===== src/rtl/pa_wb_pkg.sv =====
// Shared types and default widths for the M4 write-back arbiter.
// Optional bypass path is enabled by defining MUL_WB_BYPASS_EN.
package pa_wb_pkg;

    localparam int WORD_SIZE_D       = 32;
    localparam int INSTR_TYPE_SZ_D   = 3;
    localparam int ROB_ENTRY_WIDTH_D = 3;
    localparam int FIFO_DEPTH_D      = 8;
    localparam int M_PIPE_LAT_D      = 4;

    typedef enum logic {
        WB_SRC_ALU = 1'b0,
        WB_SRC_M   = 1'b1
    } wb_src_e;

    typedef struct packed {
        logic [INSTR_TYPE_SZ_D-1:0]   instruction_type;
        logic [WORD_SIZE_D-1:0]       pc;
        logic [WORD_SIZE_D-1:0]       result;
        logic [ROB_ENTRY_WIDTH_D-1:0] rob_id;
    } wb_entry_t;

endpackage


===== src/rtl/wb_fifo.sv =====
// Synchronous FIFO of write-back entries; pop and push together is
// legal at any occupancy, and the popped entry is always the old head.
module wb_fifo
    import pa_wb_pkg::*;
#(
    parameter  int DEPTH = FIFO_DEPTH_D,
    localparam int AW    = $clog2(DEPTH),
    localparam int CW    = AW + 1
) (
    input  logic          clk,
    input  logic          reset_n,
    input  logic          push,
    input  logic          pop,
    input  wb_entry_t     din,
    output wb_entry_t     head,
    output logic [CW-1:0] count,
    output logic          full,
    output logic          empty
);

    wb_entry_t      mem [DEPTH];
    logic [AW-1:0]  rd_ptr;
    logic [AW-1:0]  wr_ptr;
    logic           do_push;
    logic           do_pop;

    assign empty   = (count == '0);
    assign full    = (count == CW'(DEPTH));
    assign do_pop  = pop && !empty;
    assign do_push = push && (!full || do_pop);
    assign head    = mem[rd_ptr];

    // Storage needs no reset: pointers and count define what is valid.
    always_ff @(posedge clk) begin
        if (do_push) begin
            mem[wr_ptr] <= din;
        end
    end

    always_ff @(posedge clk or negedge reset_n) begin
        if (!reset_n) begin
            rd_ptr <= '0;
            wr_ptr <= '0;
            count  <= '0;
        end else begin
            if (do_push) begin
                wr_ptr <= wr_ptr + 1'b1;
            end
            if (do_pop) begin
                rd_ptr <= rd_ptr + 1'b1;
            end
            count <= count + CW'(do_push) - CW'(do_pop);
        end
    end

endmodule


===== src/rtl/mul_wb_arbiter.sv =====
// Owns the single ROB write port: ALU first, then buffered M results.
// Define MUL_WB_BYPASS_EN to let a lone M result skip the FIFO.
module mul_wb_arbiter
    import pa_wb_pkg::*;
#(
    parameter  int WORD_SIZE       = WORD_SIZE_D,
    parameter  int INSTR_TYPE_SZ   = INSTR_TYPE_SZ_D,
    parameter  int ROB_ENTRY_WIDTH = ROB_ENTRY_WIDTH_D,
    parameter  int FIFO_DEPTH      = FIFO_DEPTH_D,
    parameter  int M_PIPE_LAT      = M_PIPE_LAT_D,
    localparam int CW              = $clog2(FIFO_DEPTH) + 1
) (
    input  logic                       clk,
    input  logic                       reset_n,
    input  logic                       m_valid,
    input  logic [INSTR_TYPE_SZ-1:0]   m_instruction_type,
    input  logic [WORD_SIZE-1:0]       m_pc,
    input  logic [WORD_SIZE-1:0]       m_result,
    input  logic [ROB_ENTRY_WIDTH-1:0] m_rob_id,
    input  logic                       alu_valid,
    input  logic [INSTR_TYPE_SZ-1:0]   alu_instruction_type,
    input  logic [WORD_SIZE-1:0]       alu_pc,
    input  logic [WORD_SIZE-1:0]       alu_result,
    input  logic [ROB_ENTRY_WIDTH-1:0] alu_rob_id,
    output logic                       rob_wr_en,
    output logic                       rob_wr_src,
    output logic [INSTR_TYPE_SZ-1:0]   rob_wr_instruction_type,
    output logic [WORD_SIZE-1:0]       rob_wr_pc,
    output logic [WORD_SIZE-1:0]       rob_wr_result,
    output logic [ROB_ENTRY_WIDTH-1:0] rob_wr_id,
    output logic                       m_stall,
    output logic [CW-1:0]              fifo_count,
    output logic                       overflow
);

    localparam int STALL_TH = FIFO_DEPTH - M_PIPE_LAT;

    wb_entry_t m_entry;
    wb_entry_t alu_entry;
    wb_entry_t head;
    wb_entry_t sel_entry;
    wb_src_e   sel_src;
    logic      sel_en;
    logic      push;
    logic      pop;
    logic      bypass;
    logic      drop;
    logic      full;
    logic      empty;
    logic [CW-1:0] next_count;

    assign m_entry = '{
        instruction_type: m_instruction_type,
        pc:               m_pc,
        result:           m_result,
        rob_id:           m_rob_id
    };

    assign alu_entry = '{
        instruction_type: alu_instruction_type,
        pc:               alu_pc,
        result:           alu_result,
        rob_id:           alu_rob_id
    };

    always_comb begin
        pop    = !alu_valid && !empty;
`ifdef MUL_WB_BYPASS_EN
        bypass = !alu_valid && empty && m_valid;
`else
        bypass = 1'b0;
`endif
        push   = m_valid && !bypass;
        drop   = push && full && !pop;
        next_count = fifo_count
                   + CW'(push && !drop)
                   - CW'(pop);
    end

    always_comb begin
        sel_en    = 1'b0;
        sel_src   = WB_SRC_ALU;
        sel_entry = alu_entry;
        unique case (1'b1)
            alu_valid: begin
                sel_en = 1'b1;
            end
            pop: begin
                sel_en    = 1'b1;
                sel_src   = WB_SRC_M;
                sel_entry = head;
            end
            bypass: begin
                sel_en    = 1'b1;
                sel_src   = WB_SRC_M;
                sel_entry = m_entry;
            end
            default: begin
                sel_en = 1'b0;
            end
        endcase
    end

    wb_fifo #(
        .DEPTH (FIFO_DEPTH)
    ) u_fifo (
        .clk     (clk),
        .reset_n (reset_n),
        .push    (push),
        .pop     (pop),
        .din     (m_entry),
        .head    (head),
        .count   (fifo_count),
        .full    (full),
        .empty   (empty)
    );

    // Data registers only load on a write so idle cycles hold the last value.
    always_ff @(posedge clk or negedge reset_n) begin
        if (!reset_n) begin
            rob_wr_en               <= 1'b0;
            rob_wr_src              <= 1'b0;
            rob_wr_instruction_type <= '0;
            rob_wr_pc               <= '0;
            rob_wr_result           <= '0;
            rob_wr_id               <= '0;
            m_stall                 <= 1'b0;
            overflow                <= 1'b0;
        end else begin
            rob_wr_en <= sel_en;
            if (sel_en) begin
                rob_wr_src              <= sel_src;
                rob_wr_instruction_type <= sel_entry.instruction_type;
                rob_wr_pc               <= sel_entry.pc;
                rob_wr_result           <= sel_entry.result;
                rob_wr_id               <= sel_entry.rob_id;
            end
            m_stall  <= (next_count >= CW'(STALL_TH));
            overflow <= overflow | drop;
        end
    end

endmodule


===== config.mk =====
export PLATFORM = sky130hd
export DESIGN_NAME = mul_wb_arbiter
export DESIGN_NICKNAME = d
export VERILOG_FILES = /design/src/rtl/pa_wb_pkg.sv /design/src/rtl/wb_fifo.sv /design/src/rtl/mul_wb_arbiter.sv
export SDC_FILE = /design/constraint.sdc
export NUM_CORES = 1
export LEC_CHECK = 0
export BUFFER_PORTS_ARGS = -buffer_cell sky130_fd_sc_hd__buf_4
export CORE_ASPECT_RATIO = 0.6
export CORE_MARGIN = 10
export CORE_UTILIZATION = 50
export DETAILED_ROUTE_END_ITERATION = 6
export PLACE_DENSITY = 0.79
export SYNTH_ARGS = -nofsm -noshare
export SYNTH_HDL_FRONTEND = slang
export SYNTH_SLANG_ARGS = --single-unit
export TNS_END_PERCENT = 20

===== constraint.sdc =====
create_clock -name clk -period 6.6 [get_ports clk]
set_input_delay 0.99 -clock clk [delete_from_list [all_inputs] [get_ports clk]]
set_output_delay 0.99 -clock clk [all_outputs]
set_load 0.02 [all_outputs]

==> results of run 1 <==
[placed cells by master (no fill, tap or decap), types with 3 or more instances in the layout]
cell type,n
diode_2,4
clkbuf_16,56
mux2_2,25
nor2_4,6
nor3_1,116
inv_1,10
a211oi_1,58
clkinv_1,7
clkinvlp_4,6
o22ai_1,58
nand3_1,12
xnor2_1,5
mux4_2,70
buf_12,3
clkinv_2,8
nor2b_1,61
nor2_1,4
dfrtp_1,81
a22oi_1,12
bufinv_16,7
clkbuf_8,5
ha_1,8
nand2_1,8
dfrtp_4,3
mux2i_1,117
clkbuf_1,11
nand2b_1,28
buf_4,236
edfxtp_1,560
o311a_1,12
[logic make-up after synthesis]
family	after synthesis	synth area share
DFF	644	0.755
and+or+nand+nor	245	0.0528
muxes	212	0.121
AOI/OAI and AO/OA	146	0.0418
buffers and inverters	96	0.0224
adders and majority gates	9	0.00479
xor gates and xnor gates	7	0.00245
[stage by stage]
stage,hold WS (ns),std cells,setup TNS (ns),util,setup slack [ns]
2_1_floorplan,0.480,1359,-35.99,-,-0.514
3_3_place_gp,0.485,2162,0,0.551,2.25
3_5_place_dp,0.486,2162,0,0.551,2.17
4_1_cts,0.386,2266,0,0.589,2.77
5_1_grt,0.413,2267,0,0.589,2.43
6_report,0.391,2270,0,0.589,2.74
[where the power goes]
| part | total [µW] | switching (µW) | internal, µW | leakage [µW] |
|---|---|---|---|---|
| Clock | 3350 | 1460 | 1900 | 0.000904 |
| Sequential | 5610 | 397 | 5210 | 0.00604 |
| Combinational | 3620 | 2100 | 1520 | 0.00316 |
[flip-flops by register name, summed over array words and instances (netlist names), 3 cells and up]
| register | count |
|---|---|
| rob_wr_result | 32 |
| rob_wr_instruction_type | 3 |
| u_fifo.mem | 560 |
| u_fifo.rd_ptr | 3 |
| u_fifo.count | 4 |
| rob_wr_id | 3 |
| u_fifo.wr_ptr | 3 |
| rob_wr_pc | 32 |
[path summary, 6_finish.rpt]
| check | start | slack (ns) | cells past startpoint | endpoint |
|---|---|---|---|---|
| setup / recovery | u_fifo.count[2] | 2.74 | 11 | u_fifo.count[2] |
| hold / removal | reset_n | 0.39 | 1 | rob_wr_pc[22] |
| setup reg to reg | u_fifo.count[2] | 2.74 | 11 | u_fifo.count[2] |
| hold reg to reg | rob_wr_src | 0.50 | 2 | rob_wr_src |
| max in group asynchronous | reset_n | 4.95 | 2 | u_fifo.rd_ptr[0] |
| min in group clk | rob_wr_src | 0.50 | 2 | rob_wr_src |
[area by class of cell]
type / count / area, µm² / share of cell area
antenna: 4 / 10.0 / 0.000343
clock buffer: 72 / 1510 / 0.0518
clock inverter: 32 / 372 / 0.0127
inverter: 10 / 37.5 / 0.00129
multi-input combinational: 619 / 5660 / 0.194
sequential: 644 / 18900 / 0.649
tap: 650 / 813 / 0.0279
timing repair buffer: 239 / 1830 / 0.0628
[layer usage]
layer	GRT usage	vias to the layer above	part of all wire
li1	-	5856	-
met1	0.249	6778	0.41
met2	0.296	482	0.48
met3	0.0453	96	0.084
met4	0.0452	4	0.020
met5	0	-	0.00035
==> impl_metrics.yaml, run 1 <==
outcome:
  status: "finished, final reports clean"
drt:
  vias_per_cell: 5.82
  finalWirelength_um: 56400
  drcViolationCount: 0
  drt_iter0_drc: 1150
  dr.pass1.iters: 5
  wl_per_cell_um: 24.8
  routed-via-count: 13216
  ant_nets: 0
floorplan:
  die-area_um2: 59800
  die_y_um: 193
  rows: 63
  start_util: 0.506
  coreArea_um2: 49500
  ios: 222
  fp.dieW_um: 309
critical_path:
  end_kind: "flop"
  worst-path-buf-inv: 4
  cpMostUsedCell: "inv_1"
  cpLargestDelayFamily: "adder cells"
  worstPathArrival_ns: 4.33
  cp_cell_sequence: "inv_1, ha_1, nor3b_1, or2_4, inv_1, ha_1, inv_1, ha_1, inv_1, fa_1, xnor2_1"
  startpoint_type: "flop"
  cp_max_fo: 62
  max_stage_delay_ns: 0.84
  path_class: "flop to flop"
  slowest_stage: "or2_4"
  worstPathRequired_ns: 7.07
global_routing:
  grt_max_degree: 100
  grt_use_total: 0.184
  grt_pass1_wl_um: 85500
  grt_pass1_vias: 13907
  grt.overflow.total: 0
  antenna_found_initial: 6
placed_design:
  place_area_um2: 27300
  globalplace.congestion: 0.768
  portBuffers: 221
  dp_hpwl_um: 33100
power_and_ir_drop:
  p_leak_uw: 0.0101
  irDropWorstVdd_v: 0.000233
  p_total_uw: 12600
  power.density_nw_per_um2: 432
cts:
  cts_setup_buffers: 0
  htree_levels: 2
  cts_buffer_depth: 3
  cts_tree: "built"
  clock_latency_ns: 0.59
  cts_root_buffer: "clkbuf_16"
  numCtsBuffers: 55
  post_cts_resized: 0
  clkTransAtPathRegs_ns: 0.07
  cts.sinks: 644
  postCtsHoldBufs: 0
synthesis:
  synth.yosys.seq_area_share: 0.755
  netlist-cell-type-count: 36
  synth_commonest_cells: "edfxtp_1, nor3_1, mux2i_1"
  ys.warnings.count: 0
  avgSynthCellArea_um2: 18.4
  synth.net_count: 1512
  synthCells: 1359
  synth_top_area_share: 0.671
  yosys-top-cells-area: "edfxtp_1, dfrtp_1, mux4_2"
  ys_ff_latch: 644
  synthArstFlopShare: 0.130
  synth_ff_type: "edfxtp_1"
  synth_top_area_cell: "edfxtp_1"
  synth_area_um2: 25100
  yosysMostFrequentCell: "edfxtp_1"
  synth_edf_count: 560
sta:
  period_needed_ns: 3.86
  relSlewSlack: 0.101
  hold_violations: 0
  worstMarginPinSlew_ns: 1.34
  finalSetupViolCount: 0
  slew_violations: 0
  fmax_mhz: 259
  final.period_utilization: 0.584
  rsz0062_at_grt: "no"
  fin_skew_ns: 0.0163
cells_and_area:
  final_cell_area_um2: 29200
  final_nets: 1722
  area_growth_pct: 16.4
  fill_cells: 3541
  drive_gt1_frac: 0.270
hold_path:
  hold_path.class: "input pin to asynchronous set/reset pin"
run:
  maxCapViolations: 0
Power figures use the tool's default switching activity.
==> run 2: changes to the inputs <==
clock period = 3.25 ns   (was 6.6 ns; I/O delays follow)
==> run 2 against run 1 <==
Effect of this change: via count rose by 1.0%; clock power rose by 100%; largest cell class unchanged; combinational power up 110%; clock skew rose by 0.0047 ns; cell count up 1.2%; largest power group unchanged; sequential cell count unchanged; first-iteration DRC count up 5.9%; maximum frequency is 54% higher; total power is 100% higher; global-route usage increased by 0.26 points; critical path type unchanged.
==> impl_metrics.yaml, run 2 (synthesis gave the netlist of run 1 again) <==
global_routing:
  antenna_found_initial: 8
  grt_pass1_vias: 14107
  grt_max_degree: 74
  grt_pass1_wl_um: 86400
  grt.overflow.total: 0
  grt_use_total: 0.186
sta:
  finalSetupViolCount: 0
  fin_skew_ns: 0.0210
  period_needed_ns: 2.51
  relSlewSlack: 0.370
  worstMarginPinSlew_ns: 0.945
  final.period_utilization: 0.772
  hold_ws_ns: 0.117
  hold_violations: 0
  fmax_mhz: 399
  slew_violations: 0
  rsz0062_at_grt: "no"
cts:
  cts_buffer_depth: 3
  clkTransAtPathRegs_ns: 0.07
  cts_setup_buffers: 0
  post_cts_resized: 0
  cts_root_buffer: "clkbuf_16"
  cts.sinks: 644
  clock_latency_ns: 0.60
  numCtsBuffers: 57
  postCtsHoldBufs: 1
  htree_levels: 2
  cts_tree: "built"
floorplan:
  start_util: 0.506
  die_y_um: 193
  coreArea_um2: 49500
  ios: 222
  rows: 63
  fp.dieW_um: 309
  die-area_um2: 59800
placed_design:
  globalplace.congestion: 0.742
  portBuffers: 221
  dp_hpwl_um: 33600
  dp_cells: 2185
power_and_ir_drop:
  power.density_nw_per_um2: 872
  p_leak_uw: 0.0103
  irDropWorstVdd_v: 0.000515
cells_and_area:
  top_register: "u_fifo.mem"
  fin_util: 0.597
  mostFrequentLayoutCell: "edfxtp_1"
  area_growth_pct: 17.8
  final_cell_mix: "edfxtp_1, buf_4, mux2i_1, nor3_1, dfrtp_1"
  reg_top3: "u_fifo.mem: 560 flops, rob_wr_pc: 32 flops, rob_wr_result: 32 flops"
  largest_register_ffs: 560
  drive_gt1_frac: 0.282
  final_nets: 1748
  final_cells: 2297
  fill_cells: 3542
critical_path:
  startpoint_type: "flop"
  cp_max_fo: 32
  worstPathArrival_ns: 2.96
  worstPathRequired_ns: 3.70
  end_kind: "flop"
  path_class: "flop to flop"
  reg2reg_slack_ns: 0.74
drt:
  finalWirelength_um: 56300
  drcViolationCount: 0
  drt_iter0_drc: 1218
  dr.pass1.iters: 5
  ant_nets: 0
  vias_per_cell: 5.81
  routed-via-count: 13351
  wl_per_cell_um: 24.5
outcome:
  status: "finished, final reports clean"
run:
  maxCapViolations: 0
hold_path:
  hold_path.class: "input pin to flop"
run 2: final timing paths:
| path | cells after the start | from | end |
|---|---|---|---|
| max | 5 | u_fifo.rd_ptr[2] | rob_wr_pc[9] |
| min | 1 | m_result[25] | u_fifo.mem[5][28] |
| max reg2reg | 5 | u_fifo.rd_ptr[2] | rob_wr_pc[9] |
| min reg2reg | 2 | rob_wr_src | rob_wr_src |
| max in group asynchronous | 3 | reset_n | rob_wr_result[10] |
| min in group asynchronous | 2 | reset_n | rob_wr_pc[5] |
run 2: power by group:
group / switching [µW] / total (µW) / internal [µW]
Combinational: 4430 / 7770 / 3350
Sequential: 711 / 11300 / 10600
Clock: 2920 / 6690 / 3760
Total: 8060 / 25800 / 17700
run 2: area by class of cell:
type	count	area, µm²	area share
Sequential cell	644	18900	0.641
Multi-Input combinational cell	619	5710	0.193
Timing Repair Buffer	263	2190	0.0741
Clock buffer	80	1560	0.0529
Tap cell	650	813	0.0275
Clock inverter	27	280	0.00949
Inverter	10	37.5	0.00127
Antenna cell	4	10.0	0.000339
run 2: per-stage QoR:
stage | total power (µW) | setup slack [ns] | cell area (µm²) | setup TNS (ns)
3_5_place_dp | 19300 | 0.713 | 27700 | 0
6_report | 25800 | 0.742 | 29500 | 0
3_3_place_gp | 19100 | 0.715 | 27700 | 0
4_1_cts | 26000 | 0.706 | 29500 | 0
2_1_floorplan | 16600 | -0.302 | 25100 | -147.84
5_1_grt | 27000 | 0.556 | 29500 | 0
run 2: critical path, stage by stage (launching register included):
cell	delay [ns]
dfrtp_4	0.68
or2_2	0.53
buf_4	0.30
o22ai_1	0.11
a211oi_1	0.60
nor3_1	0.14
run 2: metal layers:
| layer | up-vias | track usage | part of all wire |
|---|---|---|---|
| met5 | - | 0 | 0.00083 |
| met4 | 8 | 0.0377 | 0.015 |
| met3 | 73 | 0.0493 | 0.083 |
| met2 | 481 | 0.294 | 0.48 |
| met1 | 6871 | 0.260 | 0.43 |
| li1 | 5918 | - | - |
==> run 3: changes to the inputs <==
clock period = 2 ns   (was 3.25 ns; I/O delays follow)
==> run 3 against run 2 <==
Effect of this change: sequential share of layout area is 5.3 points lower; cell count is 8.2% higher; first-iteration DRC count is 16% higher; sequential power is 61% higher; clock power is 58% higher; the run now ends with setup timing left; combinational power is 99% higher.
==> impl_metrics.yaml, run 3 (synthesis gave the netlist of run 1 again) <==
global_routing:
  antenna_found_initial: 3
  grt_pass1_vias: 15029
  grt_use_total: 0.196
  grt_max_degree: 73
  grt.overflow.total: 0
  grt_pass1_wl_um: 91200
power_and_ir_drop:
  irDropWorstVdd_v: 0.000771
  power.density_nw_per_um2: 1380
  p_leak_uw: 0.0114
cells_and_area:
  fin_util: 0.650
  largest_register_ffs: 560
  seqCellArea_um2: 18900
  final_cells: 2485
  final_cell_area_um2: 32200
  area_growth_pct: 28.4
  multi_input_comb_area_um2: 5950
  reg_top3: "u_fifo.mem: 560 flops, rob_wr_pc: 32 flops, rob_wr_result: 32 flops"
  final_nets: 1944
  drive_gt1_frac: 0.322
  mostFrequentLayoutCell: "edfxtp_1"
  fill_cells: 3295
  final_cell_mix: "edfxtp_1, buf_4, mux2i_1, nor3_1, dlygate4sd3_1"
  top_register: "u_fifo.mem"
drt:
  drcViolationCount: 0
  finalWirelength_um: 62200
  dr_wl_met2_um: 30800
  wl_per_cell_um: 25.0
  dr.pass1.iters: 5
  vias_per_cell: 5.77
  wl_met1_um: 25900
  dr_wl_met3_um: 5030
  ant_nets: 0
  drt_iter0_drc: 1415
  routed-via-count: 14329
  top_layer: "met4"
sta:
  setup_ws_ns: -0.186
  fmax_mhz: 458
  period_needed_ns: 2.19
  hold_violations: 0
  finalSetupTns_ns: -36.53
  slew_violations: 0
  fin_skew_ns: 0.0210
  final.period_utilization: 1.09
  relSlewSlack: 0.547
  worstMarginPinSlew_ns: 0.680
  rsz0062_at_grt: "yes"
  finalSetupViolCount: 544
cts:
  htree_levels: 2
  clock_latency_ns: 0.60
  cts_root_buffer: "clkbuf_16"
  clkTransAtPathRegs_ns: 0.06
  cts_tree: "built"
  numCtsBuffers: 55
  cts_buffer_depth: 3
  cts.sinks: 644
critical_path:
  cp_max_fo: 59
  worstPathArrival_ns: 2.65
  worst_r2r_endpoint: "rob_wr_result[17]"
  path_class: "flop to flop"
  r2r_start: "u_fifo.count[2]"
  worstPathRequired_ns: 2.47
  r2r_cells: 9
  startpoint_type: "flop"
  reg2reg_slack_ns: -0.19
  end_kind: "flop"
floorplan:
  die_y_um: 193
  rows: 63
  coreArea_um2: 49500
  start_util: 0.506
  die-area_um2: 59800
  fp.dieW_um: 309
  ios: 222
hold_path:
  hold_path.class: "input pin to flop"
  worstHoldPathCells: 3
  hold_path_end: "rob_wr_pc[20]"
  hold_start: "alu_pc[20]"
run:
  maxCapViolations: 0
placed_design:
  portBuffers: 221
  dp_hpwl_um: 36600
  dp_cells: 2248
  place_area_um2: 28400
  globalplace.congestion: 0.779
outcome:
  violations: "setup timing"
  status: "complete, but fails checks"
## run 3: changes by cell type in the layout (fill, tap and decap cells not counted), sizes merged
cell	previous run	this run
buf	262	345
bufinv	5	6
clkbuf	80	85
clkinv	18	11
clkinvlp	1	2
diode	4	3
dlygate4sd3	1	107
## run 3: area by class of cell
type	count	share of cell area
sequential	644	0.588
multi-input combinational	619	0.185
timing repair buffer	461	0.146
clock buffer	76	0.0462
tap	650	0.0253
clock inverter	22	0.00836
inverter	10	0.00117
antenna	3	0.000233
## run 3: worst max-delay path by stage
stage | end | start | cells past startpoint | slack (ns)
final | rob_wr_result[17] | u_fifo.count[2] | 9 | -0.19
after CTS | u_fifo.mem[0][2] | u_fifo.count[2] | 9 | -0.15
after global placement | u_fifo.count[1] | u_fifo.count[3] | 11 | -0.24
after floorplan | u_fifo.mem[0][0] | u_fifo.count[2] | 6 | -1.47
after global routing | u_fifo.mem[0][8] | u_fifo.count[2] | 9 | -0.21
after detailed placement | u_fifo.count[3] | u_fifo.count[2] | 12 | -0.26
## run 3: per-stage QoR
step	hold slack (ns)	total power, µW	worst slack (ns)
final	0.0149	44300	-0.186
after global routing	0.00545	46300	-0.210
after global placement	0.268	32100	-0.245
after floorplan	0.00441	27000	-1.47
after detailed placement	0.281	32500	-0.260
after CTS	0.000917	43900	-0.146
## run 3: power breakdown
part           leakage, µW  switching (µW)  internal [µW]
Combinational      0.00450            8330           7210
Sequential         0.00604             992          17200
Clock             0.000848            4650           5960
Total               0.0114           14000          30400
## run 3: layer usage
| layer | GRT usage | vias to the layer above |
|---|---|---|
| met5 | 0 | - |
| met4 | 0.0315 | 0 |
| met3 | 0.0407 | 50 |
| met2 | 0.326 | 600 |
| met1 | 0.269 | 7365 |
| li1 | - | 6314 |
## run 3: worst max-delay path, cell delays in order (launching register included)
cell	delay [ns]
dfrtp_2	0.37
inv_2	0.05
ha_4	0.16
nor3b_4	0.15
or2_4	0.24
buf_4	0.13
buf_4	0.14
buf_16	0.23
a211oi_1	0.42
nor3_1	0.11
## run 3: repair_timing
action	4_1_cts	5_1_grt
setup endpoints to repair	576	617
hold endpoints to repair	622	0
hold buffers	107	0
buffers inserted	7	4
cloned	6	12
resized for setup	51	42
pin swaps	11	24
